### config.mk
export PLATFORM = sky130hd
export DESIGN_NAME = serial_adder
export DESIGN_NICKNAME = d
export VERILOG_FILES = /design/src/rtl/serial_adder_pkg.sv /design/src/rtl/full_adder_cell.sv /design/src/rtl/serial_adder.sv
export SDC_FILE = /design/constraint.sdc
export NUM_CORES = 1
export LEC_CHECK = 0
export ABC_AREA = 0
export CORE_ASPECT_RATIO = 1.1
export CORE_MARGIN = 5
export CORE_UTILIZATION = 30
export DETAILED_ROUTE_END_ITERATION = 10
export GPL_TIMING_DRIVEN = 0
export HOLD_SLACK_MARGIN = 0.05
export SYNTH_ARGS = -nofsm -noshare
export SYNTH_HDL_FRONTEND = slang
export SYNTH_SLANG_ARGS = --single-unit
### constraint.sdc
create_clock -name clk -period 1.3 [get_ports clk]
set_input_delay 0.195 -clock clk [delete_from_list [all_inputs] [get_ports clk]]
set_output_delay 0.195 -clock clk [all_outputs]
set_load 0.01 [all_outputs]
### src/rtl/serial_adder_pkg.sv
// Shared types and helpers for the digit-serial adder.
// State encoding and counter sizing live here.
package serial_adder_pkg;

  typedef enum logic [1:0] {
    IDLE = 2'd0,
    RUN  = 2'd1,
    DONE = 2'd2
  } state_t;

  function automatic int clog2(input int v);
    int r;
    r = 0;
    while ((1 << r) < v) r++;
    return r;
  endfunction

endpackage

### src/rtl/full_adder_cell.sv
// One-bit full adder: two half-adder stages
// with the stage carries OR-ed together.
module full_adder_cell (
  input  logic a,
  input  logic b,
  input  logic ci,
  output logic s,
  output logic co
);

  logic s1;
  logic c1;
  logic c2;

  assign s1 = a ^ b;
  assign c1 = a & b;
  assign s  = s1 ^ ci;
  assign c2 = s1 & ci;
  assign co = c1 | c2;

endmodule

### src/rtl/serial_adder.sv
// Multi-cycle adder: DIGIT bits per clock with a
// registered carry, start/done handshake and result hold.
module serial_adder
  import serial_adder_pkg::*;
#(
  parameter int WIDTH = 8,
  parameter int DIGIT = 1
) (
  input  logic             clk,
  input  logic             rst,
  input  logic             start,
  input  logic [WIDTH-1:0] A,
  input  logic [WIDTH-1:0] B,
  input  logic             Cin,
  output logic             busy,
  output logic             done,
  output logic [WIDTH-1:0] Sum,
  output logic             Carry
);

  localparam int K  = WIDTH / DIGIT;
  localparam int CW = (clog2(K) < 1) ? 1 : clog2(K);

  if (DIGIT < 1 || DIGIT > WIDTH || (WIDTH % DIGIT) != 0) begin : g_bad
    $fatal(1, "serial_adder: illegal WIDTH/DIGIT");
  end

  state_t state;
  state_t nstate;

  logic [WIDTH-1:0] areg;
  logic [WIDTH-1:0] breg;
  logic [WIDTH-1:0] sreg;
  logic [WIDTH-1:0] snext;
  logic [WIDTH-1:0] dext;
  logic             creg;
  logic [CW-1:0]    cnt;
  logic [DIGIT-1:0] dsum;
  logic [DIGIT:0]   ch;
  logic             last;
  logic             accept;

  assign ch[0] = creg;

  for (genvar i = 0; i < DIGIT; i++) begin : g_fa
    full_adder_cell u_fa (
      .a  (areg[i]),
      .b  (breg[i]),
      .ci (ch[i]),
      .s  (dsum[i]),
      .co (ch[i+1])
    );
  end

  // New digit enters the sum shift register from the MSB side.
  assign dext  = WIDTH'(dsum) << (WIDTH - DIGIT);
  assign snext = (sreg >> DIGIT) | dext;
  assign last  = (cnt == CW'(K - 1));

  assign accept = start &&
                  ((state == IDLE) || (state == DONE));

  always_ff @(posedge clk or posedge rst) begin
    if (rst) state <= IDLE;
    else     state <= nstate;
  end

  always_comb begin
    nstate = state;
    unique case (1'b1)
      (state == IDLE): nstate = start ? RUN : IDLE;
      (state == RUN):  nstate = last ? DONE : RUN;
      (state == DONE): nstate = start ? RUN : IDLE;
      default:         nstate = IDLE;
    endcase
  end

  always_comb begin
    busy = 1'b0;
    done = 1'b0;
    unique case (1'b1)
      (state == RUN):  busy = 1'b1;
      (state == DONE): done = 1'b1;
      default: ;
    endcase
  end

  always_ff @(posedge clk or posedge rst) begin
    if (rst) begin
      areg  <= '0;
      breg  <= '0;
      sreg  <= '0;
      creg  <= 1'b0;
      cnt   <= '0;
      Sum   <= '0;
      Carry <= 1'b0;
    end else if (accept) begin
      areg <= A;
      breg <= B;
      creg <= Cin;
      sreg <= '0;
      cnt  <= '0;
    end else if (state == RUN) begin
      areg <= areg >> DIGIT;
      breg <= breg >> DIGIT;
      creg <= ch[DIGIT];
      sreg <= snext;
      cnt  <= cnt + CW'(1);
      if (last) begin
        Sum   <= snext;
        Carry <= ch[DIGIT];
      end
    end
  end

endmodule

==> impl_metrics.csv, run 1 <==
group,metric,value,unit
cells_and_area,nets,206,
timing,fmaxAchievable,756,MHz
cells_and_area,final_common_cell,"dfrtp_1",
cells_and_area,mostFrequentLayoutCells,"dfrtp_1, clkdlybuf4s50_1, a22o_1",
run_status,violations,"negative setup slack",
global_routing,grt_overflow,0,
synth,postSynthCellCount,137,
synth,synth_nets,160,
critical_path,r2r-end,"Sum[7]$_DFFE_PP0P_",
timing,finalMaxSlewViolations,0,
place,place_hpwl,2.41,mm
critical_path,setup.worst_path.start_class,"flip-flop",
timing,period_share,102,%
global_routing,grt_max_degree,39,
floorplan,row_count,29,
run,maxCapViolCount,0,
detailed_routing,final_antenna_net_count,0,
synth,synth-seq-area-share,54.8,%
floorplan,core_area,5700,sq um
cts,cts.path.max_buffers,2,
cells_and_area,layout-drive-gt1-share,25.0,%
place,gp_congestion,0.713,
timing,worst_slack,-0.0229,ns
pwr,peakVddDrop,1.03,mV
worst_hold_path,hp-class,"in2async",
synth,ys_seq_elements,38,
cts,cts_tree,"done",
critical_path,crit_fanout,2,
run_status,status,"complete, but fails checks",
detailed_routing,drt-initial-drc-count,43,
floorplan,start_util,30.4,%
timing,tns,-0.0866,ns
synth,yosysWarnings,0,
critical_path,rrSetupSlack,-0.02,ns
detailed_routing,dr_total_vias,1220,
pwr,total_power,5.42,mW
critical_path,crit_type,"reg2reg",
detailed_routing,wl_per_cell,14.6,um
timing,whs,0.371,ns
cts,clkTransAtPathRegs,0.07,ns
place,io_buffers,29,
timing,tightest_slew,0.788,ns
detailed_routing,firstDrtPassIters,4,
detailed_routing,routed_via_density,4.67,
critical_path,r2r-start,"creg$_DFFE_PP0P_",
place,post-place-ws,-0.477,ns
global_routing,track_usage,11.3,%
synth,synth_cell_types,25,
critical_path,crit_required,1.47,ns
synth,avgSynthCellArea,12.7,sq um
floorplan,die_y,89.7,um
global_routing,grt_first_pass_wirelength,6.51,mm
cts,cts_sinks,38,
critical_path,r2r_cells,2,
cells_and_area,synthToLayoutAreaGrowth,36.1,%
critical_path,end_kind,"flip-flop",
cells_and_area,n_antenna_cell,0,
cells_and_area,fin_cells,261,
floorplan,io_pins,31,
timing,rsz0062_at_grt,"yes",
cts,cts_hold_buf,0,
timing,min_period,1.32,ns
timing,fin_skew,0.00453,ns
global_routing,grt_pass1_vias,1302,
timing,finalSetupViolCount,9,
detailed_routing,drc,0,
pwr,powerDensity,2290,nW/um^2
place,dpl.cell_count,243,
cts,htreeDepth,2,
cts,numCtsBuffers,5,
floorplan,die-area,7400,sq um
synth,syn_area,1730,sq um
timing,max-slew-margin-rel,47.4,%
cts,cts_root_buffer,"clkbuf_8",
cts,clock_latency,0.28,ns
detailed_routing,routed_wl,3.81,mm
critical_path,critPathArrivalTime,1.50,ns
global_routing,antenna_found_initial,0,
floorplan,die_w,82.5,um
pwr,power_leakage,1.04,nW
timing,hold_viol,0,
cells_and_area,fill_cells,563,
kinds of logic (layout without fill, tap and decap cells):
family                   Yosys count  after routing  synth area share, %
multiplexers                      18             18                 13.1
adder cells (fa/ha/maj)            3              3                 2.60
buffers and inverters             12             58                 3.97
flip-flops                        38             38                 54.8
XOR/XNOR                           1              1                0.505
AND/OR/NAND/NOR                   29             30                 10.4
AO/OA/AOI/OAI                     36             36                 14.6
area by class of cell:
class,instances,area [sq um],area share [%]
multi-input combinational,88,769,32.6
inverter,3,18.8,0.795
timing repair buffer,39,368,15.6
clock buffer,7,86.3,3.66
sequential,38,952,40.3
clock inverter,1,5.00,0.212
buffer,8,65.1,2.76
tap,77,96.3,4.08
worst max-delay path, stage by stage (launching register included):
cell     delay [ns]
dfrtp_1        0.40
fa_1           0.53
mux2_4         0.29
worst max-delay path by stage:
stage | to | from | slack, ns
2_1_floorplan | Carry$_DFFE_PP0P_ | cnt[0]$_DFFE_PP0P_ | 0.01
3_3_place_gp | areg[5]$_DFFE_PP0P_ | rst | -0.66
3_5_place_dp | busy | state[1]$_DFF_PP0_ | -0.48
4_1_cts | busy | state[0]$_DFF_PP0_ | -0.09
5_1_grt | busy | state[0]$_DFF_PP0_ | -0.07
6_report | Sum[7]$_DFFE_PP0P_ | creg$_DFFE_PP0P_ | -0.02
synthesized netlist by cell type:
cell / instances / share of area [%]
nand2b_1: 2 / 0.72
buf_2: 3 / 0.87
fa_1: 1 / 1.2
o21ai_0: 1 / 0.29
o22ai_1: 7 / 2.5
nand2_8: 1 / 1.2
inv_8: 1 / 0.65
nor2_8: 1 / 1.2
a211oi_1: 8 / 3.5
nor3_1: 7 / 2.0
clkbuf_2: 1 / 0.29
xnor2_1: 1 / 0.51
nor2b_1: 10 / 3.6
a21oi_1: 8 / 2.3
buf_4: 1 / 0.43
dfrtp_1: 38 / 55
ha_1: 2 / 1.4
nor2_1: 8 / 1.7
mux2i_1: 8 / 4.6
mux2_2: 1 / 0.65
inv_1: 2 / 0.43
buf_6: 1 / 0.65
mux2_4: 9 / 7.8
clkbuf_1: 3 / 0.65
a22o_1: 12 / 6.1
layer usage:
metal	vias up	global-route usage (%)	wire length, um
met3	5	2.60	150
met2	22	16.5	1800
met4	0	5.31	69
met5	-	0	0
li1	591	-	-
met1	602	15.8	1790
through the flow:
step | area, sq um | utilization, %
2_1_floorplan | 1750 | -
3_3_place_gp | 2140 | 37.5
3_5_place_dp | 2140 | 37.5
4_1_cts | 2320 | 40.8
5_1_grt | 2360 | 41.4
6_report | 2360 | 41.4
where the power goes:
group | leakage, nW | switching [mW] | internal [mW]
sequential | 0.465 | 0.372 | 1.73
combinational | 0.523 | 1.12 | 1.36
clock | 0.0482 | 0.400 | 0.428
total | 1.04 | 1.89 | 3.52
registers in the layout, indices dropped and copies added (netlist names):
| name | cells |
|---|---|
| sreg | 7 |
| creg | 1 |
| areg | 8 |
| Sum | 8 |
| Carry | 1 |
| cnt | 3 |
| breg | 8 |
| state | 2 |
timing repair:
item                                    CTS  global route
pin swaps                                 1             0
cloned                                    1             0
endpoints found under the setup margin   24            20
resized for setup                        31             5
buffers inserted                          7             3
hold endpoints to repair                  0             0
Power figures use the tool's default switching activity.
==> run 2, diff against run 1 <==
GPL_TIMING_DRIVEN = unset   (was 0)
==> run 2 against run 1 <==
  * The flow still finishes with violations (negative setup slack)
  * Clock-buffer cell count decreased by 2
  * Via count grew 1.7%
  * Global-route usage grew 0.20 points
  * Largest cell class unchanged
  * Setup slack worse by 0.0097 ns
==> impl_metrics.csv, run 2 (same netlist as run 1, synthesis figures left out) <==
group,metric,value,unit
timing,tightest_slew,0.220,ns
cells_and_area,final_core_util,44.4,%
timing,max-slew-margin-rel,85.2,%
global_routing,grt_overflow,0,
timing,fmaxAchievable,750,MHz
global_routing,grt_first_pass_wirelength,6.46,mm
global_routing,grtUsageMet3,3.70,%
pwr,powerDensity,2380,nW/um^2
timing,hold_viol,0,
place,place_hpwl,2.64,mm
cells_and_area,synthToLayoutAreaGrowth,45.9,%
global_routing,grt_max_degree,39,
detailed_routing,dr_total_vias,1241,
floorplan,io_pins,31,
floorplan,start_util,30.4,%
critical_path,r2r-start,"creg$_DFFE_PP0P_",
cts,numCtsBuffers,5,
floorplan,die-area,7400,sq um
detailed_routing,drt-initial-drc-count,81,
cts,cts_root_buffer,"clkbuf_8",
cells_and_area,final_common_cell,"dfrtp_1",
timing,period_share,103,%
pwr,peakVddDrop,1.11,mV
cts,cts.path.max_buffers,2,
detailed_routing,final_antenna_net_count,0,
cells_and_area,fill_cells,572,
pwr,power_leakage,1.13,nW
floorplan,row_count,29,
cts,cts_tree,"done",
cts,cts_hold_buf,0,
cells_and_area,nets,218,
critical_path,crit_fanout,2,
place,io_buffers,30,
detailed_routing,firstDrtPassIters,4,
floorplan,die_y,89.7,um
global_routing,busiest_layer,"met1",
floorplan,die_w,82.5,um
global_routing,grt_pass1_vias,1275,
cts,cts_sinks,38,
critical_path,critPathLaunch,"creg$_DFFE_PP0P_",
run_status,violations,"negative setup slack",
critical_path,setup.worst_path.start_class,"flip-flop",
cells_and_area,reg_top3,"Sum x8, areg x8, breg x8",
pwr,total_power,6.01,mW
critical_path,crit_end,"Sum[7]$_DFFE_PP0P_",
critical_path,crit_required,1.47,ns
detailed_routing,routed_wl,3.94,mm
critical_path,critPathArrivalTime,1.51,ns
critical_path,crit_type,"reg2reg",
cells_and_area,n_antenna_cell,0,
timing,worst_slack,-0.0326,ns
cells_and_area,mostFrequentLayoutCells,"dfrtp_1, buf_4, clkdlybuf4s50_1",
run_status,status,"complete, but fails checks",
timing,finalSetupViolCount,6,
critical_path,r2r_cells,2,
floorplan,core_area,5700,sq um
timing,rsz0062_at_grt,"yes",
timing,fin_skew,0.00633,ns
cells_and_area,fin_cells,273,
cts,clkTransAtPathRegs,0.08,ns
detailed_routing,wl_per_cell,14.4,um
place,gp_congestion,0.728,
critical_path,end_kind,"flip-flop",
global_routing,met2_usage,16.2,%
cts,htreeDepth,2,
critical_path,rrSetupSlack,-0.03,ns
detailed_routing,routed_via_density,4.55,
critical_path,r2r-end,"Sum[7]$_DFFE_PP0P_",
global_routing,track_usage,11.5,%
detailed_routing,drc,0,
place,dpl.cell_count,255,
worst_hold_path,hp-class,"in2async",
global_routing,use_met1,16.3,%
global_routing,antenna_found_initial,0,
timing,finalMaxSlewViolations,0,
timing,min_period,1.33,ns
run,maxCapViolCount,0,
cells_and_area,layout-drive-gt1-share,31.6,%
cts,clock_latency,0.29,ns
==> run 2: changes by cell type in the layout (fill, tap and decap cells not counted), sizes merged <==
cell           delta
buf              +13
clkdlybuf4s50     +1
clkbuf            -5
bufinv            +2
nor2              +1
==> run 2: layer usage <==
metal,vias to the layer above,part of all wire [%]
li1,612,-
met1,601,48
met2,24,46
met3,4,4.0
met4,0,1.7
met5,-,0
==> run 2: worst max-delay path, stage by stage, from the launching register on <==
cell and delay (ns):
dfrtp_1 0.40, fa_1 0.53, mux2_4 0.29
==> run 2: worst min path at each step <==
stage                   startpoint             endpoint  slack, ns  depth (start not counted)
2_1_floorplan                 A[7]  areg[7]$_DFFE_PP0P_       0.33                          1
6_report                       rst  sreg[1]$_DFFE_PP0P_       0.25                          3
3_5_place_dp   areg[7]$_DFFE_PP0P_  areg[7]$_DFFE_PP0P_       0.49                          1
4_1_cts                        rst   Sum[2]$_DFFE_PP0P_       0.26                          3
3_3_place_gp   areg[7]$_DFFE_PP0P_  areg[7]$_DFFE_PP0P_       0.49                          1
5_1_grt                        rst  sreg[1]$_DFFE_PP0P_       0.29                          3
==> run 2: final cells by class <==
cell class	instances	area, sq um	area share (%)
clock inverters	3	68.8	2.72
repair buffers	58	524	20.7
inverters	3	18.8	0.742
flip-flops and latches	38	952	37.6
multi-input cells	89	801	31.7
well taps	77	96.3	3.81
clock buffers	5	68.8	2.72
==> run 2: repair_timing <==
| action | 4_1_cts | 5_1_grt |
|---|---|---|
| buffers inserted | 4 | 3 |
| pin swaps | 1 | 1 |
| setup endpoints to repair | 30 | 28 |
| cloned | 2 | 1 |
| resized for setup | 25 | 7 |
==> run 2: report_power, final <==
group	internal (mW)	leakage (nW)	switching [mW]
Clock	0.769	0.0683	0.433
Combinational	1.51	0.593	1.19
Sequential	1.73	0.465	0.378
Total	4.01	1.13	2.00
==> run 2: per-stage QoR <==
| stage | setup slack, ns | cell area [sq um] | hold WS (ns) | setup TNS, ns |
|---|---|---|---|---|
| after detailed placement | -0.133 | 2260 | 0.493 | -3.33 |
| after global routing | -0.0584 | 2530 | 0.286 | -0.651 |
| final | -0.0326 | 2530 | 0.255 | -0.113 |
| after floorplan | 0.0129 | 1750 | 0.335 | 0 |
| after global placement | -0.122 | 2260 | 0.491 | -3.15 |
| after CTS | -0.0401 | 2470 | 0.264 | -0.140 |
==> run 3, diff against run 2 <==
CAP_MARGIN = 10   (was unset)
==> results of run 3 <==
Final layout, timing and power as in run 2 (identical DEF).
